File: src/rtl/multiplier_pkg.sv
// Shared definitions for the repeated-addition multiplier controller.
// State encodings are binary and fixed so other blocks can decode them.
package multiplier_pkg;

   localparam int unsigned STATE_W = 2;

   typedef enum logic [STATE_W-1:0] {
      StIdle   = 2'd0,
      StLoad   = 2'd1,
      StRun    = 2'd2,
      StFinish = 2'd3
   } state_e;

   function automatic logic state_is_busy(input state_e st);
      return (st != StIdle);
   endfunction

endpackage

File: src/rtl/multiplier_sequencer_rising_edge_detect.sv
// Registered previous value plus a rising-edge pulse, with synchronous reset.
// Shared by the button-driven controllers.
module rising_edge_detect (
   input  logic clk,
   input  logic reset,
   input  logic level_i,
   output logic pulse_o
);

   logic prev_q, prev_d;

   always_comb begin
      prev_d = level_i;
   end

   always_ff @(posedge clk) begin
      if (reset) begin
         prev_q <= 1'b0;
      end else begin
         prev_q <= prev_d;
      end
   end

   assign pulse_o = level_i & ~prev_q;

endmodule

File: src/rtl/multiplier_sequencer.sv
// Controller for the repeated-addition multiplier: latches operands, drives the
// accumulator clear/enable for min(a,b) cycles of adding max(a,b), then captures the product.
module multiplier_sequencer
   import multiplier_pkg::*;
#(
   parameter int unsigned N = 4
) (
   input  logic           clk,
   input  logic           reset,
   input  logic           start,
   input  logic [N-1:0]   a,
   input  logic [N-1:0]   b,
   input  logic [2*N-1:0] accValue,
   output logic [N-1:0]   addend,
   output logic           accClear,
   output logic           accEnable,
   output logic           busy,
   output logic           done,
   output logic [2*N-1:0] product
);

   state_e         state_q, state_d;
   logic [N-1:0]   op_min_q, op_min_d;
   logic [N-1:0]   op_max_q, op_max_d;
   logic [N-1:0]   count_q, count_d;
   logic [2*N-1:0] product_q, product_d;
   logic           done_q, done_d;
   logic           start_rise;
   logic           launch;

   rising_edge_detect u_start_edge (
      .clk     (clk),
      .reset   (reset),
      .level_i (start),
      .pulse_o (start_rise)
   );

   // Edges arriving while an operation is in flight are dropped, not queued.
   assign launch = start_rise & (state_q == StIdle);

   always_comb begin
      state_d   = state_q;
      op_min_d  = op_min_q;
      op_max_d  = op_max_q;
      count_d   = count_q;
      product_d = product_q;
      done_d    = 1'b0;

      unique case (state_q)
         StIdle: begin
            if (launch) begin
               if (a < b) begin
                  op_min_d = a;
                  op_max_d = b;
               end else begin
                  op_min_d = b;
                  op_max_d = a;
               end
               state_d = StLoad;
            end
         end
         StLoad: begin
            count_d = '0;
            state_d = (op_min_q == '0) ? StFinish : StRun;
         end
         StRun: begin
            count_d = count_q + N'(1);
            if (count_q == op_min_q - N'(1)) begin
               state_d = StFinish;
            end
         end
         StFinish: begin
            product_d = accValue;
            done_d    = 1'b1;
            state_d   = StIdle;
         end
         default: begin
            state_d = StIdle;
         end
      endcase
   end

   always_ff @(posedge clk) begin
      if (reset) begin
         state_q   <= StIdle;
         op_min_q  <= '0;
         op_max_q  <= '0;
         count_q   <= '0;
         product_q <= '0;
         done_q    <= 1'b0;
      end else begin
         state_q   <= state_d;
         op_min_q  <= op_min_d;
         op_max_q  <= op_max_d;
         count_q   <= count_d;
         product_q <= product_d;
         done_q    <= done_d;
      end
   end

   // Reset overrides the state decode so the accumulator is cleared and frozen immediately.
   assign accClear  = reset | (state_q == StLoad);
   assign accEnable = ~reset & (state_q == StRun);
   assign busy      = state_is_busy(state_q);
   assign addend    = op_max_q;
   assign done      = done_q;
   assign product   = product_q;

endmodule

File: config.mk
export PLATFORM = sky130hd
export DESIGN_NAME = multiplier_sequencer
export DESIGN_NICKNAME = d
export VERILOG_FILES = /design/src/rtl/multiplier_pkg.sv /design/src/rtl/multiplier_sequencer_rising_edge_detect.sv /design/src/rtl/multiplier_sequencer.sv
export SDC_FILE = /design/constraint.sdc
export NUM_CORES = 1
export LEC_CHECK = 0
export CAP_MARGIN = 40
export CORE_MARGIN = 4
export CORE_UTILIZATION = 30
export DETAILED_ROUTE_END_ITERATION = 10
export GPL_TIMING_DRIVEN = 0
export PLACE_DENSITY = 0.65
export SLEW_MARGIN = 0
export SYNTH_ARGS = -nofsm -noshare
export SYNTH_HDL_FRONTEND = slang
export SYNTH_SLANG_ARGS = --single-unit
File: constraint.sdc
create_clock -name clk -period 1.7 [get_ports clk]
set_input_delay 0.425 -clock clk [delete_from_list [all_inputs] [get_ports clk]]
set_output_delay 0.425 -clock clk [all_outputs]
set_load 0.01 [all_outputs]
==> summary.md, run 1 <==
| Metric | Value |
|---|---|
| Overall power | `between 2 and 2.5 mW` |
| Largest area contributor in the netlist | `dfxtp_1` |
| Dpl ws | `-0.707 ns` |
| GRT Util Overall | `0.113` |
| Syn nets | `between 150 and 200` |
| Crit end category | `flip-flop` |
| TritonCTS Buffers | `3` |
| First drt pass iteration count | `3` |
| Hold_sp | `reset` |
| Antenna-violating nets left | `0` |
| Combinational Power Share | `0.515` |
| Placed Instances | `about 220` |
| Tcrit/Tclk final | `0.973` |
| Max-Cap Viols | `0` |
| Worst r2r path cells | `6` |
| First-pass GRT wire length | `roughly 4800 um` |
| Slowest cell delay on critical path | `0.32 ns` |
| Synth Area per Inst | `9.30 sq um` |
| Vias in the first global route | `about 1100` |
| FF+latch count, synth | `24` |
| IO Port Bufs | `33` |
| Status | `finished clean` |
| Detailed Route Iter0 Violations | `23` |
| CTS tree | `done` |
| Slowest CP cell | `a221oi_4` |
| Worst slew pin tran | `0.605 ns` |
| Initial antenna violation count | `0` |
| Die width | `72.9 um` |
| Sw frac | `0.357` |
| F_max | `between 600 and 700 MHz` |
| WL per Instance | `roughly 12 um` |
| RSZ-0062 raised after global routing | `yes` |
| Top cell type's share of synthesized area | `0.380` |
| Ports | `35` |
| Cells after Synth | `136` |
| Total Wirelength | `between 2000 and 3000 um` |
| Yosys warning count | `0` |
| Starting Density | `0.314` |
| Hold Crit Depth | `2` |
| Pleak | `~0.74 nW` |
| Layout cells sized above 1 | `0.284` |
| Fin. max-slew vios | `0` |
| Clock Path Buffers | `2` |
| WHS Endpoint | `done$_SDFF_PP0_` |
| Clk sink count | `24` |
| DRC Markers | `0` |
| Clock slew seen by the registers of the worst setup and hold paths | `0.08 ns` |
| Vias per cell | `~4.6` |
| R2R Path End | `state_q[1]$_SDFFE_PP0P_` |
| R2R Setup Slk | `about 0.09 ns` |
| # H-tree levels | `1` |
| Synth Cell Area | `between 1000 and 1500 sq um` |
| Grt total ovfl | `0` |
| Cell Rows | `23` |
| Clock Tree Root | `clkbuf_8` |
| Clock Skew | `0.00359 ns` |
| Most common cell after layout, fill and taps aside | `clkdlybuf4s50_1` |
| Worst slew margin | `0.597` |
| Core region area | `between 4000 and 5000 sq um` |
| Die Footprint | `around 5300 sq um` |
| Crit-path cells | `dlygate4sd2_1 -> inv_2 -> ha_4 -> inv_1 -> a221oi_4 -> buf_12 -> mux2i_1 -> a211oi_1` |
| Synth area leaders | `dfxtp_1 38%, ha_1 12%, mux2i_1 12%, nor2_1 6.5%, a211oi_1 4.2%` |
| FF/Latch Area | `roughly 490 sq um` |
| Worst-skew pair later-pin latency | `0.26 ns` |
| Fillers | `388` |
| Largest net degree at the start of global routing | `14` |
| Fin crit period | `approximately 1.7 ns` |
| Sequential area share after synthesis | `0.380` |
| Critical path type | `input pin to flip-flop` |
| Antenna cell count | `0` |
| Syn-to-layout area delta | `53.4%` |
| CP Launch Type | `input pin` |
| Layout Nets | `~220` |
| Worst R2R Start | `op_min_q[1]$_SDFFE_PP0P_` |
| GPL Wtd Cong | `around 0.69` |
| Routed vias | `between 1000 and 1500` |
| VDD IR max | `625 uV` |
| Non-filler cells, final | `about 230` |
| Final Hold Fails | `0` |
| Power per Cell Area | `~1200 nW/um^2` |
| Part of the power in the clock network | `0.167` |
| Dpl hpwl | `roughly 2000 um` |
| CP max FO | `6` |
| Register share of total power | `0.318` |
| Crit path required time | `~1.8 ns` |
| Count of cell types in the netlist | `25` |
| Hold Crit Class | `input pin to flip-flop` |
| Hold buffer count at cts | `0` |
| Final WS setup | `between 0.04 and 0.05 ns` |
| Multi-input gate area | `roughly 860 sq um` |
| Most frequent cells in the layout | `24 x clkdlybuf4s50_1, 22 x nor2_1, 20 x dfxtp_1, 15 x mux2i_1, 9 x buf_4` |
| Cell internal pwr | `approximately 1.5 mW` |
| Die Span Y | `between 70 and 80 um` |
| Psw | `about 0.83 mW` |
| Worst Path Arrival | `1.78 ns` |
| Setup violators final | `0` |
-- power by group through the flow --
stage                     sequential, mW  combinational (mW)  clock, mW
after floorplan                    0.740               0.589          0
after global placement             0.737               0.877          0
after detailed placement           0.738               0.892          0
after CTS                          0.732                1.07      0.397
after global routing               0.754                1.32      0.429
final                              0.740                1.20      0.388
-- layer usage --
layer,part of all wire,global-route usage,vias up
met4,0.0085,0.0307,0
met2,0.50,0.191,20
met3,0.047,0.0275,4
met5,0,0,-
li1,-,-,555
met1,0.44,0.142,490
-- worst max-delay path by stage --
stage / start / end / slack [ns] / cells past startpoint
2_1_floorplan: state_q[0]$_SDFFE_PP0P_ / op_min_q[2]$_SDFFE_PP0P_ / 0.004 / 7
3_3_place_gp: b[1] / op_min_q[1]$_SDFFE_PP0P_ / -0.63 / 7
3_5_place_dp: b[1] / op_min_q[1]$_SDFFE_PP0P_ / -0.71 / 7
4_1_cts: state_q[0]$_SDFFE_PP0P_ / accEnable / -0.08 / 5
5_1_grt: b[2] / op_min_q[1]$_SDFFE_PP0P_ / -0.03 / 8
6_report: b[3] / op_min_q[1]$_SDFFE_PP0P_ / 0.05 / 8
-- registers in the layout (all words and copies together) (netlist names) --
name	flops
product	8
addend	4
state_q	2
u_start_edge.prev_q	1
done	1
count_q	4
op_min_q	4
-- cell usage after synthesis --
master and n:
buf_2 1, a211oi_1 7, a211oi_2 1, nand2_1 3, mux2i_1 15, nand3b_1 1
a221oi_4 1, inv_1 13, nor2b_1 1, ha_1 12, nor2_1 22, nor3_2 1
clkbuf_1 4, dfxtp_1 24, nand3_1 3, nand4_1 1, a21o_2 1, nor3b_1 1
a21oi_1 6, or2_2 1, o21ai_0 4, nor3_1 4, nand2b_1 2, xnor2_1 6
o41ai_4 1
-- logic make-up (layout without fill, tap and decap cells) --
kind of cell / after synthesis / in the layout / share of synthesized area
simple gates: 40 / 40 / 0.146
flops: 24 / 24 / 0.380
compound gates: 21 / 21 / 0.140
buf+inv: 18 / 65 / 0.0544
mux: 15 / 15 / 0.119
fa+ha+maj: 12 / 12 / 0.119
xor+xnor: 6 / 6 / 0.0415
-- repair_timing --
| action | CTS | global route |
|---|---|---|
| gates resized for setup | 42 | 19 |
| endpoints found under the hold margin | 0 | 0 |
| setup buffers | 6 | 4 |
| setup endpoints to repair | 13 | 12 |
| pin swaps | 11 | 10 |
-- per-stage QoR --
| step | cell area, sq um | hold slack, ns | util | setup TNS [ns] |
|---|---|---|---|---|
| floorplan | 1260 | 0.486 | - | 0 |
| global placement | 1660 | 0.474 | 0.411 | -5.27 |
| detailed placement | 1660 | 0.481 | 0.411 | -5.73 |
| CTS | 1860 | 0.494 | 0.462 | -0.124 |
| global route | 1940 | 0.538 | 0.482 | -0.0797 |
| finish | 1940 | 0.492 | 0.482 | 0 |
-- cell type report --
class	instances	share of cell area
well taps	50	0.0322
multi-input cells	94	0.442
clock buffers	4	0.0284
inverters	13	0.0251
repair buffers	43	0.208
plain buffers	5	0.0123
flip-flops and latches	24	0.253
-- critical path: cells and delay by family --
| kind | cells | cell delay [ns] |
|---|---|---|
| compound gates | 2 | 0.41 |
| buf+inv | 4 | 0.57 |
| fa+ha+maj | 1 | 0.15 |
| mux | 1 | 0.20 |
(Power assumes the default switching activity.)
==> run 2, diff against run 1 <==
CTS_BUF_LIST = sky130_fd_sc_hd__clkbuf_8   (was not set)
==> results of run 2 <==
Same layout as run 1: the final DEF is identical, and so are final timing and power.
==> run 3, diff against run 2 <==
CORE_MARGIN = not set   (was 4)
CORE_UTILIZATION = 44   (was 30)
PLACE_DENSITY = 0.86   (was 0.65)
==> run 3 against run 2 <==
Net effect:
- clock power grew 31%
- non-clock buffer count shrank 2
- final cell count shrank 9.0%
- largest cell class unchanged
- highest routed layer unchanged
==> summary.md, run 3 (synthesized netlist as in run 1, its figures left out) <==
| Metric | Value |
|---|---|
| Status | `finished clean` |
| Fin Setup TNS | `0 ns` |
| Pleak | `around 0.74 nW` |
| Crit-path cells | `inv_2 -> ha_2 -> inv_2 -> clkdlybuf4s15_2` |
| Hold_sp | `reset` |
| Fin crit period | `between 1.5 and 2 ns` |
| GRT Util Overall | `0.196` |
| Worst-skew pair later-pin latency | `approximately 0.28 ns` |
| Hold buffer count at cts | `0` |
| CP most frequent cell | `inv_2` |
| GPL Wtd Cong | `slightly above 0.8` |
| Tcrit/Tclk final | `0.978` |
| Grt total ovfl | `0` |
| R2R Setup Slk | `about 0.05 ns` |
| Most common cell after layout, fill and taps aside | `clkdlybuf4s50_1` |
| Cell Rows | `19` |
| Largest net degree at the start of global routing | `15` |
| WL per Instance | `between 10 and 15 um` |
| Max-Cap Viols | `0` |
| Post-Layout Inst Area | `between 1500 and 2000 sq um` |
| Hold Crit Class | `input pin to flip-flop` |
| Antenna cell count | `0` |
| Worst Path Arrival | `roughly 1.2 ns` |
| Worst r2r path cells | `6` |
| Combinational Power Share | `0.484` |
| CP max FO | `6` |
| Clk sink count | `24` |
| Clock Skew | `approximately 0.006 ns` |
| Register share of total power | `0.308` |
| Fin. max-slew vios | `0` |
| Kind of cell adding the most delay to the critical path | `flip-flops` |
| Power per Cell Area | `~1300 nW/um^2` |
| WHS Endpoint | `addend[1]$_SDFFE_PP0P_` |
| Clock Path Buffers | `2` |
| Routed vias | `~1200` |
| Sw frac | `0.355` |
| Vias in the first global route | `around 1100` |
| Die Footprint | `roughly 3100 sq um` |
| TritonCTS Buffers | `3` |
| Antenna-violating nets left | `0` |
| Syn-to-layout area delta | `50.5%` |
| Dpl hpwl | `between 2000 and 2500 um` |
| Clock Tree Root | `clkbuf_8` |
| Critical path type | `flip-flop to output port` |
| Core region area | `between 2000 and 3000 sq um` |
| Crit end category | `output port` |
| Psw | `0.867 mW` |
| Slowest cell delay on critical path | `about 0.40 ns` |
| Final WS setup | `~0.037 ns` |
| Hold Crit Depth | `2` |
| Max reg flops | `8` |
| Layout Nets | `around 210` |
| Ports | `35` |
| Dpl ws | `-0.709 ns` |
| First drt pass iteration count | `4` |
| Worst R2R Start | `op_min_q[1]$_SDFFE_PP0P_` |
| Cell internal pwr | `about 1.6 mW` |
| Detailed Route Iter0 Violations | `34` |
| Worst slew pin tran | `around 0.59 ns` |
| Part of the power in the clock network | `0.209` |
| Worst hold slack | `between 0.4 and 0.5 ns` |
| Layout cells sized above 1 | `0.287` |
| Die Span Y | `55.6 um` |
| DRC Markers | `0` |
| Initial antenna violation count | `0` |
| Die width | `between 50 and 60 um` |
| Crit path required time | `1.27 ns` |
| First-pass GRT wire length | `4730 um` |
| Clock slew seen by the registers of the worst setup and hold paths | `roughly 0.09 ns` |
| # H-tree levels | `1` |
| CP Launch Type | `flip-flop` |
| Final Hold Fails | `0` |
| Total Wirelength | `between 3000 and 4000 um` |
| R2R Path End | `state_q[1]$_SDFFE_PP0P_` |
| F_max | `601 MHz` |
| Most frequent cells in the layout | `23 x clkdlybuf4s50_1, 22 x nor2_1, 20 x dfxtp_1, 13 x mux2i_1, 8 x inv_1` |
| Setup violators final | `0` |
| Starting Density | `0.463` |
| IO Port Bufs | `33` |
| Area after DPL | `1630 sq um` |
| Worst slew margin | `0.609` |
| Layout Utilization | `0.697` |
| VDD IR max | `~890 uV` |
| Vias per cell | `~5.5` |
| CP bufs+invs | `3` |
| CTS tree | `done` |
| Slowest CP cell | `dfxtp_4` |
==> run 3: changes by cell type in the layout (fill, tap and decap cells not counted), moves of 2 or more <==
cell / delta
buf_4: -2
clkbuf_2: +2
clkdlybuf4s15_1: +2
dlygate4sd2_1: -3
mux2i_1: -2
mux2i_2: +2
xnor2_1: +2
==> run 3: worst max path at each step <==
stage	slack (ns)	from	cells after the start	to
floorplan	0.004	state_q[0]$_SDFFE_PP0P_	7	op_min_q[2]$_SDFFE_PP0P_
global placement	-0.59	b[1]	7	addend[2]$_SDFFE_PP0P_
detailed placement	-0.71	b[1]	7	addend[0]$_SDFFE_PP0P_
CTS	-0.07	state_q[0]$_SDFFE_PP0P_	4	busy
global route	-0.02	op_min_q[1]$_SDFFE_PP0P_	6	state_q[1]$_SDFFE_PP0P_
finish	0.04	state_q[0]$_SDFFE_PP0P_	4	busy
==> run 3: final cells by class <==
| type | count | area [sq um] |
|---|---|---|
| multi-input combinational | 94 | 841 |
| clock inverter | 1 | 30.0 |
| fill | 165 | 830 |
| sequential | 24 | 488 |
| tap | 31 | 38.8 |
| inverter | 13 | 51.3 |
| timing repair buffer | 41 | 392 |
| buffer | 5 | 22.5 |
| clock buffer | 3 | 41.3 |
==> run 3: power groups by stage <==
| stage | Combinational [mW] | Sequential [mW] | Clock, mW |
|---|---|---|---|
| floorplan | 0.589 | 0.740 | 0 |
| global placement | 0.856 | 0.732 | 0 |
| detailed placement | 0.891 | 0.736 | 0 |
| CTS | 1.00 | 0.728 | 0.506 |
| global route | 1.26 | 0.762 | 0.529 |
| finish | 1.18 | 0.751 | 0.509 |
==> run 3: stage by stage <==
stage | total power [mW] | cells
6_report | 2.44 | 212
5_1_grt | 2.55 | 212
4_1_cts | 2.23 | 209
3_5_place_dp | 1.63 | 200
3_3_place_gp | 1.59 | 200
2_1_floorplan | 1.33 | 136
==> run 3: metal layers <==
layer,global-route usage,part of all wire,wire length [um],up-vias
li1,-,-,-,548
met4,0.0857,0.025,78,0
met3,0.0279,0.025,80,7
met1,0.207,0.39,1220,579
met2,0.379,0.56,1780,27
met5,0,0,0,-
==> run 3: worst reg2reg max path, cell delays in order, from the launching register on <==
cell	delay, ns
dfxtp_2	0.33
inv_1	0.14
ha_4	0.23
xnor2_2	0.14
o41ai_4	0.44
a21o_2	0.20
a21oi_2	0.05
==> run 3: what timing repair did <==
item                                   in CTS  in global routing
resized for setup                          34                 29
pin swaps                                  10                 10
endpoints found under the hold margin       0                  0
gates cloned                                0                  0
setup endpoints to repair                  13                 11
buffers inserted                            5                  3
==> edit: new RTL, flow settings as in run 3 <==
Set the parameter `N` to 6 (it was 4).
--- a/src/rtl/multiplier_sequencer.sv
+++ b/src/rtl/multiplier_sequencer.sv
@@ -3,7 +3,7 @@
 module multiplier_sequencer
    import multiplier_pkg::*;
 #(
-   parameter int unsigned N = 4
+   parameter int unsigned N = 6
 ) (
    input  logic           clk,
    input  logic           reset,
Interface: changed (5 resized); port bits go from 35 to 49. No check against the original RTL was run, so the function may have changed too.
==> edit against run 3 <==
- the run now ends with negative setup slack left
- wire length rose by 90%
- synthesized cell count increased by 50%
- total power up 51%
- worst setup slack lost 0.17 ns
- sequential cell count is 10 higher
- synthesized area increased by 45%
- sequential power up 41%
- final area grew 62%
- utilization up 7.7 points
==> edit: results (changes against run 3) <==
| Metric | Value |
|---|---|
| Status | finished, violations left |
| Violated checks | negative setup slack |
| Crit path capture | state_q[0]$_SDFFE_PP0P_ |
| # fillers | 246 (+49%) |
| Arrival @ worst endpoint | 2.03 ns (+0.79 ns) |
| Actual slew at the worst max-slew pin | 0.5308 ns (-0.05501 ns) |
| Layout cells sized above 1 | 33.45% (+4.7 points) |
| First-pass GRT wire length | 8.342 mm (+76%) |
| 1st-pass router iterations | 5 (+1) |
| Post-Route M1 WL | 2.656 mm (+120%) |
| Met2 wire len | 2.989 mm (+68%) |
| Max H-tree Level | 2 (+1) |
| Critical Path Slowest Stage Cell | or3b_4 |
| Setup Viol. Count Final | 13 (+13) |
| Pint | 2.347 mW (+49%) |
| P per Cell Area | 1188 nW/um2 (-7.2%) |
| GRT Total Usage | 25.80% (+6.2 points) |
| Register area share after synthesis | 37.13% (-0.85 points) |
| Wire per inst | 18.46 um (+24%) |
| Combinational power | 1.85 mW (+57%) |
| First DRT Iteration DRCs | 52 (+53%) |
| Final setup margin | -0.1284 ns (-0.1650 ns) |
| Largest net degree at the start of global routing | 11 (-4) |
| Post-Synth XOR/XNOR Area | 5.734% (+1.6 points) |
| Synth unique cells | 35 (+40%) |
edit: changes by cell type after synthesis, moves of 7 or more:
cell	run 3	this run
clkbuf_1	4	11
o21bai_1	0	10
nor2_1	22	33
dfxtp_1	24	34
a21o_1	0	9
a2111oi_0	0	12
edit: layout make-up:
cell class                      count  area [um2]  share of cell area (%)
Tap cell                           50       62.56                   2.022
Buffer                             12       168.9                   5.459
Timing Repair Buffer               65       609.3                   19.69
Inverter                           11       43.79                   1.415
Clock buffer                        6       82.58                   2.669
Multi-Input combinational cell    146        1411                   45.61
Sequential cell                    34       685.7                   22.16
Clock inverter                      1       30.03                  0.9705
edit: what timing repair did:
| action | 4_1_cts | 5_1_grt |
|---|---|---|
| resized for setup | 75 | 24 |
| cloned | 5 | 0 |
| pin swaps | 17 | 5 |
| endpoints found under the setup margin | 27 | 18 |
| buffers inserted | 11 | 1 |
